--- src/rtl/mul_mac_seq.sv ---
// Multiply-accumulate sequencer: runs an N-term MAC over register-file operand
// pairs on the shared multiplier and arbitrates it against the program sequencer.
module mul_mac_seq #(
   parameter int RF_DATASIZE = 16,
   parameter int RF_ADDR     = 4,
   parameter int CNT_W       = 8
) (
   input  logic                   clk,
   input  logic                   reset,
   input  logic                   start,
   input  logic [CNT_W-1:0]       cnt,
   input  logic [RF_ADDR-1:0]     x_base,
   input  logic [RF_ADDR-1:0]     y_base,
   input  logic [3:0]             dtsts,
   input  logic                   sub,
   input  logic                   sat_en,
   input  logic                   ps_mul_en,
   input  logic                   ps_mul_otreg,
   input  logic [3:0]             ps_mul_dtsts,
   input  logic [1:0]             ps_mul_cls,
   input  logic [1:0]             ps_mul_sc,
   output logic                   mul_en,
   output logic                   mul_otreg,
   output logic [3:0]             mul_dtsts,
   output logic [1:0]             mul_cls,
   output logic [1:0]             mul_sc,
   output logic [RF_ADDR-1:0]     rf_rdx_addr,
   output logic [RF_ADDR-1:0]     rf_rdy_addr,
   input  logic [RF_DATASIZE-1:0] mul_xb_dt,
   input  logic                   mul_ps_mv,
   input  logic                   mul_ps_mn,
   output logic                   busy,
   output logic                   done,
   output logic                   ps_stall,
   output logic [RF_DATASIZE-1:0] result_lo,
   output logic [RF_DATASIZE-1:0] result_hi,
   output logic                   mv_sticky,
   output logic                   mn_last
);

   // state | meaning
   // IDLE  | multiplier controls pass through from PS; wait for start
   // PROD  | first product MR = Rx*Ry issued
   // ACC   | MR +=/-= Rx*Ry issued, one per remaining term
   // SAT   | SAT MR issued
   // RD0   | MR0 read-back issued
   // RD1   | MR1 read-back issued; MR0 on xb, captured
   // CAP   | multiplier idle; MR1 on xb, captured
   // DONE  | completion pulse; behaves like IDLE
   typedef enum logic [2:0] {
      S_IDLE, S_PROD, S_ACC, S_SAT, S_RD0, S_RD1, S_CAP, S_DONE
   } state_t;

   state_t                 state_q, state_d;
   logic [CNT_W-1:0]       rem_q, rem_d;
   logic [RF_ADDR-1:0]     xa_q, xa_d, ya_q, ya_d;
   logic [3:0]             dtsts_q, dtsts_d;
   logic                   sub_q, sub_d, sat_q, sat_d;
   logic                   en_q, en_d, otreg_q, otreg_d;
   logic [1:0]             cls_q, cls_d, sc_q, sc_d;
   logic                   busy_q, busy_d, done_q, done_d;
   logic                   op_tag_q, op_tag_d;
   logic [RF_DATASIZE-1:0] res_lo_q, res_lo_d, res_hi_q, res_hi_d;
   logic                   mv_q, mv_d, mn_q, mn_d;

   always_comb begin
      state_d  = state_q;
      rem_d    = rem_q;
      xa_d     = xa_q;
      ya_d     = ya_q;
      dtsts_d  = dtsts_q;
      sub_d    = sub_q;
      sat_d    = sat_q;
      en_d     = 1'b0;
      otreg_d  = 1'b0;
      cls_d    = 2'b00;
      sc_d     = 2'b00;
      done_d   = 1'b0;
      res_lo_d = res_lo_q;
      res_hi_d = res_hi_q;
      mv_d     = mv_q;
      mn_d     = mn_q;
      // flags belong to the op issued one cycle earlier
      op_tag_d = (state_q == S_PROD) || (state_q == S_ACC) || (state_q == S_SAT);
      if (op_tag_q) begin
         mv_d = mv_q | mul_ps_mv;
         mn_d = mul_ps_mn;
      end

      case (state_q)
         S_IDLE, S_DONE: begin
            state_d = S_IDLE;
            if (start) begin
               dtsts_d = dtsts;
               sub_d   = sub;
               sat_d   = sat_en;
               if (cnt == '0) begin
                  state_d = S_DONE;
                  done_d  = 1'b1;
               end else begin
                  state_d = S_PROD;
                  en_d    = 1'b1;
                  otreg_d = 1'b1;
                  cls_d   = 2'b01;
                  xa_d    = x_base;
                  ya_d    = y_base;
                  rem_d   = cnt - CNT_W'(1);
                  mv_d    = 1'b0;
                  mn_d    = 1'b0;
               end
            end
         end
         S_PROD, S_ACC: begin
            if (rem_q != '0) begin
               state_d = S_ACC;
               en_d    = 1'b1;
               otreg_d = 1'b1;
               cls_d   = sub_q ? 2'b11 : 2'b10;
               xa_d    = xa_q + RF_ADDR'(1);
               ya_d    = ya_q + RF_ADDR'(1);
               rem_d   = rem_q - CNT_W'(1);
            end else if (sat_q) begin
               state_d = S_SAT;
               en_d    = 1'b1;
               otreg_d = 1'b1;
               sc_d    = 2'b11;
            end else begin
               state_d = S_RD0;
               en_d    = 1'b1;
            end
         end
         S_SAT: begin
            state_d = S_RD0;
            en_d    = 1'b1;
         end
         S_RD0: begin
            state_d = S_RD1;
            en_d    = 1'b1;
            sc_d    = 2'b01;
         end
         S_RD1: begin
            state_d  = S_CAP;
            res_lo_d = mul_xb_dt;
         end
         S_CAP: begin
            state_d  = S_DONE;
            done_d   = 1'b1;
            res_hi_d = mul_xb_dt;
         end
         default: state_d = S_IDLE;
      endcase

      busy_d = (state_d != S_IDLE) && (state_d != S_DONE);
   end

   always_ff @(posedge clk or negedge reset) begin
      if (!reset) begin
         state_q  <= S_IDLE;
         rem_q    <= '0;
         xa_q     <= '0;
         ya_q     <= '0;
         dtsts_q  <= '0;
         sub_q    <= 1'b0;
         sat_q    <= 1'b0;
         en_q     <= 1'b0;
         otreg_q  <= 1'b0;
         cls_q    <= 2'b00;
         sc_q     <= 2'b00;
         busy_q   <= 1'b0;
         done_q   <= 1'b0;
         op_tag_q <= 1'b0;
         res_lo_q <= '0;
         res_hi_q <= '0;
         mv_q     <= 1'b0;
         mn_q     <= 1'b0;
      end else begin
         state_q  <= state_d;
         rem_q    <= rem_d;
         xa_q     <= xa_d;
         ya_q     <= ya_d;
         dtsts_q  <= dtsts_d;
         sub_q    <= sub_d;
         sat_q    <= sat_d;
         en_q     <= en_d;
         otreg_q  <= otreg_d;
         cls_q    <= cls_d;
         sc_q     <= sc_d;
         busy_q   <= busy_d;
         done_q   <= done_d;
         op_tag_q <= op_tag_d;
         res_lo_q <= res_lo_d;
         res_hi_q <= res_hi_d;
         mv_q     <= mv_d;
         mn_q     <= mn_d;
      end
   end

   // PS owns the multiplier whenever the sequencer is not busy
   assign mul_en      = busy_q ? en_q    : ps_mul_en;
   assign mul_otreg   = busy_q ? otreg_q : ps_mul_otreg;
   assign mul_dtsts   = busy_q ? dtsts_q : ps_mul_dtsts;
   assign mul_cls     = busy_q ? cls_q   : ps_mul_cls;
   assign mul_sc      = busy_q ? sc_q    : ps_mul_sc;
   assign rf_rdx_addr = xa_q;
   assign rf_rdy_addr = ya_q;
   assign busy        = busy_q;
   assign done        = done_q;
   assign ps_stall    = busy_q & ps_mul_en;
   assign result_lo   = res_lo_q;
   assign result_hi   = res_hi_q;
   assign mv_sticky   = mv_q;
   assign mn_last     = mn_q;

endmodule
--- config.mk ---
export PLATFORM = sky130hd
export DESIGN_NAME = mul_mac_seq
export DESIGN_NICKNAME = d
export VERILOG_FILES = /design/src/rtl/mul_mac_seq.sv
export SDC_FILE = /design/constraint.sdc
export NUM_CORES = 1
export LEC_CHECK = 0
export CAP_MARGIN = 20
export CORE_ASPECT_RATIO = 0.75
export CORE_MARGIN = 2
export CORE_UTILIZATION = 40
export DETAILED_ROUTE_END_ITERATION = 8
export PLACE_DENSITY = 0.71
export SYNTH_ARGS = -nofsm -noshare
export SYNTH_HDL_FRONTEND = slang
export SYNTH_SLANG_ARGS = --single-unit
--- constraint.sdc ---
create_clock -name clk -period 4.8 [get_ports clk]
set_input_delay 0.48 -clock clk [delete_from_list [all_inputs] [get_ports clk]]
set_output_delay 0.48 -clock clk [all_outputs]
set_load 0.01 [all_outputs]
==> impl_results.md, run 1 <==
- Mapped Nets: 335
- Max-slew headroom: 0.389
- Stages on the worst setup path: 9
- Largest net degree at the start of global routing: 42
- Worst EP arrival: 3.02 ns
- Area leader, netlist: dfrtp_1
- Final Cell Area: 4590 sq um
- HPWL after DPL: 5710 microns
- Worst Path Buf+Inv: 1
- First-pass GRT wire length: 12,600 microns
- Crit. End Element: flip-flop
- Vias: 2,585
- Chip width: 107 microns
- Postcts setup bufs: 0
- Synth cell types: 45
- Mapped Cells: 279
- # clock sinks: 68
- Grt ovf: 0
- # port buffers: 107
- Post_cts resized: 0
- Area of the mapped netlist: 3210 sq um
- Largest delay contributor family on the critical path: simple AND/OR/NAND/NOR gates
- # nets final: 441
- Flop2flop setup slack: 2.00 ns
- WL final: 7920 microns
- CP required: 5.02 ns
- Commonest non-fill, non-tap cell in the layout: clkdlybuf4s50_1
- Multi-input logic area: 1410 sq um
- Fill count: 668
- First-pass iteration count of the detailed router: 4
- Max cap viols: 0
- Clock slew at reported path FFs: 0.08 ns
- CTS max path bufs: 2
- # hold bufs at CTS: 0
- Cell row count: 28
- Initial antenna violation count: 0
- Total track usage: 0.189
- Run status: complete, no violations
- Final min period: 2.80 ns
- Average wire per standard cell: 16.0 microns
- TritonCTS clock tree: yes
- Measured slew at the worst slew-check pin: 0.914 ns
- Post-synthesis sequential area ratio: 0.531
- Core area: 7850 sq um
- Final Wtd Congestion: 0.849
- Die Y: 81.5 microns
- Most frequent cells in the layout: clkdlybuf4s50_1 (106), dfrtp_1 (68), mux2_2 (50)
- CP max-delay cell: dfrtp_1
- TritonCTS buffer count: 9
- CTS root buffer: clkbuf_8
- Startpoint type of the worst setup path: flip-flop
- Pins Over Slew Limit: 0
- DR vias/cell: 5.22
- Avg Inst Size Synth: 11.5 sq um
- Post-synth EDFFs: 0
- VDD IR max: 0.316 mV
- Top FF cell, synth: dfrtp_1
- Leak: 1.90 nW
- RSZ-0062 raised after global routing: false
- Area grow syn2layout: 43.1%
- # IOs: 108
- FMAX: 357 MHz
- Diode count: 0
- Synthesized flop and latch total: 68
- Async S/R FF share, synth: 1.00
- Critical-path cell list: xor2_1, nand2b_1, buf_4, mux2i_1, ha_1, o2111ai_1, nor3_1, a2bb2oi_1, a311oi_1
- Final hold vios: 0
- Residual DRC: 0
- Initial cell density of the core: 0.408
- Iteration-0 DRC Markers: 97
- Reg2Reg Depth: 9
- Antenna-violating nets left: 0
- Final TNS setup: 0 ns
- Crit path max fanout: 20
- Register area: 1700 sq um
- Worst hold-check path type: in -> async
- Layout cells sized above 1: 0.197
- PwrDens: 703 nW/um^2
- Number of global-route vias before repair: 2,496
- Largest cells by area after synthesis: dfrtp_1 (53%), mux2_2 (18%), a21oi_1 (2.5%), nand2_1 (2.2%), nor2_1 (2.2%)
- Dpl cell area: 4350 sq um
- H-tree levels: 3
- Largest stage delay on the critical path: 0.50 ns
- Final setup violation count: 0
- Setup Crit Path Kind: reg -> reg
- Clk_skew: 0.00676 ns
- Area share of the largest cell type after synthesis: 0.531
- Period utilization: 0.583
- Worst-Skew Late Latency: 0.35 ns
- Ys Warns: 0
- DIE AREA: 8750 sq um
[metrics by stage]
| stage | total power (W) | util | worst slack, ns | hold slack [ns] | std cells |
|---|---|---|---|---|---|
| floorplan | 0.00199 | - | 2.28 | 0.184 | 279 |
| global route | 0.00345 | 0.585 | 1.74 | 0.185 | 495 |
| CTS | 0.00325 | 0.585 | 2.06 | 0.152 | 495 |
| detailed placement | 0.00269 | 0.555 | 2.07 | 0.478 | 479 |
| global placement | 0.00265 | 0.555 | 2.10 | 0.487 | 479 |
| finish | 0.00322 | 0.585 | 2.00 | 0.135 | 495 |
[state kept, by name (all words and copies together) (netlist names), 2 cells and up]
signal,count
result_hi,16
result_lo,16
rem_q,8
dtsts_q,4
rf_rdx_addr,4
rf_rdy_addr,4
state_q,3
cls_q,2
sc_q,2
[cell families (layout without fill, tap and decap cells)]
family / count (synthesis) / after routing / share of synthesized area
AO/OA/AOI/OAI: 53 / 53 / 0.102
AND/OR/NAND/NOR: 71 / 71 / 0.112
flip-flops: 68 / 68 / 0.531
XOR/XNOR: 5 / 5 / 0.0137
multiplexers: 57 / 57 / 0.198
buffers and inverters: 21 / 132 / 0.0285
adder cells (fa/ha/maj): 4 / 4 / 0.0148
[cells in the mapped netlist, types with 2 or more instances]
cell type and number:
dfrtp_1 68, mux2_2 50, nand2_1 19, nor2_1 19, a21oi_1 16, o21ai_0 11, nor3_1 8, clkbuf_1 7
inv_1 7, mux2i_1 7, nand3_1 7, o21ai_1 5, buf_2 4, nor4_1 4, a31oi_1 3, ha_1 3
nand2b_1 3, o22ai_1 3, xor2_1 3, a211oi_1 2, buf_1 2, nor3b_1 2, o21a_1 2, or4_1 2
xnor2_1 2
[routing by layer]
layer	wire length (microns)	track usage	vias up
li1	-	-	1218
met1	3820	0.269	1270
met2	3430	0.270	85
met3	524	0.0563	12
met4	150	0.0769	0
met5	0	0	-
[final timing paths]
check	end	start
setup / recovery	rem_q[4]	state_q[1]
hold / removal	rem_q[4]	reset
setup reg to reg	rem_q[4]	state_q[1]
hold reg to reg	cls_q[0]	sub_q
max in group asynchronous	rem_q[6]	reset
min in group clk	cls_q[0]	sub_q
[power breakdown]
group          total (W)  internal (W)  switching (W)  leakage [nW]
logic            0.00158      0.000885       0.000699         0.986
registers        0.00109      0.000865       0.000224         0.803
clock network   0.000551      0.000322       0.000229         0.112
[layout make-up]
class	count	share of cell area
multi-input combinational	190	0.308
sequential	68	0.371
tap	105	0.0286
clock inverter	5	0.0183
inverter	7	0.00573
clock buffer	11	0.0330
timing repair buffer	109	0.236
[worst reg2reg max path: cells and delay by family, from the launching register on]
family                     cells  cell delay (ns)
adders and majority gates      1             0.37
AOI/OAI and AO/OA              3             0.38
muxes                          1             0.27
buffers and inverters          1             0.34
and+or+nand+nor                2             0.58
xor gates and xnor gates       1             0.22
DFF                            1             0.50
(Power assumes the default switching activity.)
==> run 2: changes to the inputs <==
- PLACE_DENSITY: 0.71 -> 0.73
- clock period: 4.8 -> 2.3 ns (I/O delays scaled with it)
==> run 2 against run 1 <==
Effect of this change: routed wire length is 1.5% lower; power rose by 110%; non-clock buffer count up 16; setup slack lost 1.8 ns.
==> impl_results.md, run 2 (synthesized netlist as in run 1, its figures left out) <==
- Worst EP arrival: 2.33 ns (-0.69 ns)
- # IOs: 108 (unchanged)
- Iteration-0 DRC Markers: 160 (+65%)
- Pins Over Slew Limit: 0 (unchanged)
- Final TNS setup: 0 ns (unchanged)
- R2R Path End: rem_q[4]
- Final Wtd Congestion: 0.836 (-1.5%)
- Reg2Reg Depth: 7 (-2)
- Worst hold-check path type: in -> async
- CP max-delay cell: dfrtp_1
- Largest delay contributor family on the critical path: flip-flops
- Critical-path cell list: nand2b_1, mux2i_1, ha_2, o2111ai_1, nor3_1, a2bb2oi_1, a311oi_1
- Crit path max fanout: 11 (-45%)
- FMAX: 472 MHz (+32%)
- Fill count: 687 (+2.8%)
- Diode count: 0 (unchanged)
- Core area: 7850 sq um (unchanged)
- Chip width: 107 microns (unchanged)
- DR vias/cell: 5.13 (-1.7%)
- Largest net degree at the start of global routing: 54 (+29%)
- # clock sinks: 68 (unchanged)
- Flop2flop setup slack: 0.18 ns (-1.82 ns)
- Residual DRC: 0 (unchanged)
- Area grow syn2layout: 45.8%
- Number of global-route vias before repair: 2,585 (+3.6%)
- CP required: 2.50 ns (-2.52 ns)
- Die Y: 81.5 microns (unchanged)
- Measured slew at the worst slew-check pin: 0.576 ns (-0.338 ns)
- Dpl cell area: 4480 sq um (+2.9%)
- Final Cell Area: 4670 sq um (+1.9%)
- First-pass GRT wire length: 12,600 microns (about the same)
- CTS max path bufs: 2 (unchanged)
- Clock slew at reported path FFs: 0.07 ns (about the same)
- Period utilization: 0.922 (+0.339)
- Register area: 1700 sq um (unchanged)
- HPWL after DPL: 5660 microns (-0.90%)
- RR Startpoint: state_q[2]
- Leak: 1.96 nW (+3.1%)
- CTS root buffer: clkbuf_8
- Commonest non-fill, non-tap cell in the layout: clkdlybuf4s50_1
- Max cap viols: 0 (unchanged)
- # port buffers: 107 (unchanged)
- H-tree levels: 3 (unchanged)
- Vias: 2,622 (+1.4%)
- Initial cell density of the core: 0.408 (unchanged)
- First-pass iteration count of the detailed router: 4 (unchanged)
- Setup Crit Path Kind: reg -> reg
- VDD IR max: 0.661 mV (+110%)
- WL final: 7810 microns (-1.5%)
- Multi-input logic area: 1420 sq um (+0.18%)
- Total track usage: 0.184 (-0.00458)
- RSZ-0062 raised after global routing: false
- DIE AREA: 8750 sq um (unchanged)
- Crit. End Element: flip-flop
- Run status: complete, no violations
- Startpoint type of the worst setup path: flip-flop
- Average wire per standard cell: 15.3 microns (-4.6%)
- Initial antenna violation count: 0 (unchanged)
- Cell row count: 28 (unchanged)
- Max-slew headroom: 0.616 (+0.227)
- PwrDens: 1420 nW/um^2 (+100%)
- Final Core Density: 0.596 (+0.0110)
- TritonCTS buffer count: 9 (unchanged)
- Antenna-violating nets left: 0 (unchanged)
- Layout cells sized above 1: 0.224 (+0.0267)
- Final min period: 2.12 ns (-0.676 ns)
- Final setup violation count: 0 (unchanged)
- Clk_skew: 0.00516 ns (-0.00161 ns)
- # nets final: 457 (+3.6%)
- Largest stage delay on the critical path: 0.54 ns (+0.04 ns)
- Worst Path Buf+Inv: 0 (-1)
- Final hold vios: 0 (unchanged)
- Grt ovf: 0 (unchanged)
- Most frequent cells in the layout: clkdlybuf4s50_1 (106), dfrtp_1 (68), mux2_2 (50)
- Worst-Skew Late Latency: 0.33 ns (-0.02 ns)
- TritonCTS clock tree: yes
[run 2: worst max path at each step]
| stage | start | end | cells past startpoint |
|---|---|---|---|
| finish | state_q[2] | rem_q[4] | 7 |
| global route | state_q[2] | rem_q[4] | 7 |
| CTS | state_q[2] | rem_q[4] | 7 |
| detailed placement | cnt[5] | rf_rdy_addr[3] | 6 |
| global placement | cnt[5] | rem_q[4] | 6 |
| floorplan | state_q[1] | rem_q[4] | 12 |
[run 2: where the power goes]
group | switching [W] | internal (W) | total (W)
Sequential | 0.000409 | 0.00181 | 0.00222
Clock | 0.000440 | 0.000496 | 0.000936
Combinational | 0.00155 | 0.00196 | 0.00351
[run 2: stage by stage]
| step | std cells | power (W) | setup slack [ns] | hold slack (ns) |
|---|---|---|---|---|
| 5_1_grt | 511 | 0.00713 | 0.0836 | 0.382 |
| 2_1_floorplan | 279 | 0.00417 | 0.0539 | -0.0656 |
| 3_5_place_dp | 494 | 0.00575 | -0.0176 | 0.174 |
| 3_3_place_gp | 494 | 0.00564 | 0.0541 | 0.162 |
| 4_1_cts | 511 | 0.00672 | 0.232 | 0.366 |
| 6_report | 511 | 0.00666 | 0.179 | 0.367 |
[run 2: cell type report]
class / instances / area share
sequential: 68 / 0.364
multi-input combinational: 190 / 0.303
timing repair buffer: 125 / 0.260
clock buffer: 11 / 0.0281
tap: 105 / 0.0281
clock inverter: 5 / 0.0112
inverter: 7 / 0.00562
[run 2: layer usage]
layer / vias to the layer above / global-route usage / wire [microns]
li1: 1248 / - / -
met1: 1272 / 0.257 / 3680
met2: 96 / 0.284 / 3510
met3: 6 / 0.0437 / 548
met4: 0 / 0.0641 / 66
met5: - / 0 / 0
[run 2: repair_timing]
action	4_1_cts	5_1_grt
hold buffers	1	0
hold endpoints to repair	15	0
endpoints found under the setup margin	0	0
buffers inserted	0	0
resized for setup	0	0
==> run 3: changes to the inputs <==
==> constraint.sdc (replaced) <==
create_clock -name clk -period 2.3 [get_ports clk]
set_input_delay 0.345 -clock clk [delete_from_list [all_inputs] [get_ports clk]]
set_output_delay 0.345 -clock clk [all_outputs]
set_load 0.01 [all_outputs]
==> run 3 against run 2 <==
Effect of this change: fmax shrank 2.6%; combinational power hardly changed; clock power is 13% lower; flip-flop and latch count is the same; clock skew is 0.0025 ns higher; sequential share of layout area is 0.088 points higher; critical endpoint is now mul_sc[0]; via count down 1.0%; largest cell class unchanged; final cell count unchanged.
==> impl_results.md, run 3 (synthesized netlist as in run 1, its figures left out) <==
- Run status: complete, no violations
- Post-Place Setup Slack: -0.0481 ns (-0.0305 ns)
- Most frequent cells in the layout: clkdlybuf4s50_1 (106), dfrtp_1 (68), mux2_2 (50)
- Pwr Total: 0.00655 W (-1.6%)
- Cells after DPL: 494 (unchanged)
- Clk_skew: 0.00761 ns (+0.00245 ns)
- Initial cell density of the core: 0.408 (unchanged)
- VDD IR max: 0.612 mV (-7.5%)
- Number of global-route vias before repair: 2,663 (+3.0%)
- Final min period: 2.18 ns (+0.0563 ns)
- Measured slew at the worst slew-check pin: 0.523 ns (-0.0533 ns)
- Vias: 2,595 (-1.0%)
- Worst Path Buf+Inv: 1 (+1)
- CTS root buffer: clkbuf_8
- Max cap viols: 0 (unchanged)
- Commonest non-fill, non-tap cell in the layout: clkdlybuf4s50_1
- Final setup margin: 0.123 ns (-0.0563 ns)
- H-tree levels: 3 (unchanged)
- R2R Path End: state_q[2]
- Final setup violation count: 0 (unchanged)
- Leak: 1.95 nW (-0.32%)
- Final TNS setup: 0 ns (unchanged)
- Diode count: 0 (unchanged)
- Final Wtd Congestion: 0.876 (+4.8%)
- PwrDens: 1410 nW/um^2 (-1.3%)
- HPWL after DPL: 5640 microns (-0.42%)
- Clock slew at reported path FFs: 0.07 ns (about the same)
- Final Core Density: 0.594 (-0.00144)
- Crit. End Element: output pin
- Largest delay contributor family on the critical path: flip-flops
- Initial antenna violation count: 0 (unchanged)
- TritonCTS clock tree: yes
- First-pass GRT wire length: 12,600 microns (+0.60%)
- Residual DRC: 0 (unchanged)
- Critical-path cell list: mux2_2, clkdlybuf4s50_1
- Non-Filler Instances: 511 (unchanged)
- Total track usage: 0.184 (-0.000644)
- Core area: 7850 sq um (unchanged)
- TritonCTS buffer count: 9 (unchanged)
- First-pass iteration count of the detailed router: 4 (unchanged)
- Reg2Reg Depth: 5 (-2)
- Setup Crit Path Kind: reg -> out
- Chip width: 107 microns (unchanged)
- Area grow syn2layout: 45.5%
- Grt ovf: 0 (unchanged)
- # IOs: 108 (unchanged)
- Crit path max fanout: 12 (+1)
- CP max-delay cell: dfrtp_1
- Final hold vios: 0 (unchanged)
- CP required: 1.96 ns (-0.54 ns)
- CP startpoint: busy
- # port buffers: 107 (unchanged)
- # nets final: 457 (unchanged)
- # clock sinks: 68 (unchanged)
- DR vias/cell: 5.08 (-1.0%)
- Antenna-violating nets left: 0 (unchanged)
- FMAX: 459 MHz (-2.6%)
- RR Startpoint: rem_q[3]
- Iteration-0 DRC Markers: 109 (-32%)
- Largest stage delay on the critical path: 0.63 ns (+0.09 ns)
- Flop2flop setup slack: 0.22 ns (+0.04 ns)
- Worst-Skew Late Latency: 0.33 ns (about the same)
- CTS max path bufs: 2 (unchanged)
- Cell row count: 28 (unchanged)
- Startpoint type of the worst setup path: flip-flop
- Pins Over Slew Limit: 0 (unchanged)
- Average wire per standard cell: 15.0 microns (-1.5%)
- DIE AREA: 8750 sq um (unchanged)
- Largest net degree at the start of global routing: 54 (unchanged)
- RSZ-0062 raised after global routing: false
- Worst hold-check path type: in -> async
- Period utilization: 0.947 (+0.0245)
- Worst EP arrival: 1.83 ns (-0.50 ns)
- WL final: 7690 microns (-1.5%)
- Fill count: 682 (-0.73%)
- Max-slew headroom: 0.650 (+0.0343)
- Die Y: 81.5 microns (unchanged)
- Layout cells sized above 1: 0.224 (unchanged)
==> run 3: worst max path at each step <==
stage	end	slack, ns	cells past startpoint
6_report	mul_sc[0]	0.12	2
5_1_grt	mul_sc[0]	0.03	2
4_1_cts	mul_dtsts[3]	0.11	2
2_1_floorplan	rem_q[4]	0.05	12
3_3_place_gp	rem_q[4]	-0.02	6
3_5_place_dp	rem_q[6]	-0.05	7
==> run 3: repair_timing <==
item,CTS,global route
buffers inserted,0,0
hold buffers,1,0
endpoints found under the setup margin,0,2
gates resized for setup,0,2
hold endpoints to repair,15,0
==> run 3: stage by stage <==
step / instance area [sq um] / hold slack, ns
floorplan: 3210 / 0.0494
CTS: 4650 / 0.475
global placement: 4480 / 0.274
detailed placement: 4480 / 0.284
global route: 4660 / 0.492
finish: 4660 / 0.473
==> run 3: area by class of cell <==
cell class                      count  area, sq um  area share
Sequential cell                    68         1700       0.365
Multi-Input combinational cell    190         1430       0.306
Tap cell                          105          131      0.0282
Clock inverter                      5         28.8     0.00617
Clock buffer                       11          131      0.0282
Timing Repair Buffer              125         1220       0.261
Inverter                            7         26.3     0.00563
==> run 3: power breakdown <==
part / switching, W / leakage [nW] / internal (W)
Combinational: 0.00154 / 1.07 / 0.00197
Clock: 0.000425 / 0.0868 / 0.000386
Sequential: 0.000420 / 0.803 / 0.00181
==> run 3: metal layers <==
metal  track usage  vias to the layer above  part of all wire
li1              -                     1248                 -
met1         0.251                     1245              0.47
met2         0.288                       98              0.45
met3        0.0587                        4             0.074
met4        0.0436                        0            0.0049
met5             0                        -                 0
==> run 3: worst reg2reg max path, cell delays in order, from the launching register on <==
cell	delay, ns
dfrtp_1	0.41
or4_1	0.67
nor2_4	0.27
nand2b_1	0.14
maj3_1	0.38
a22oi_1	0.15
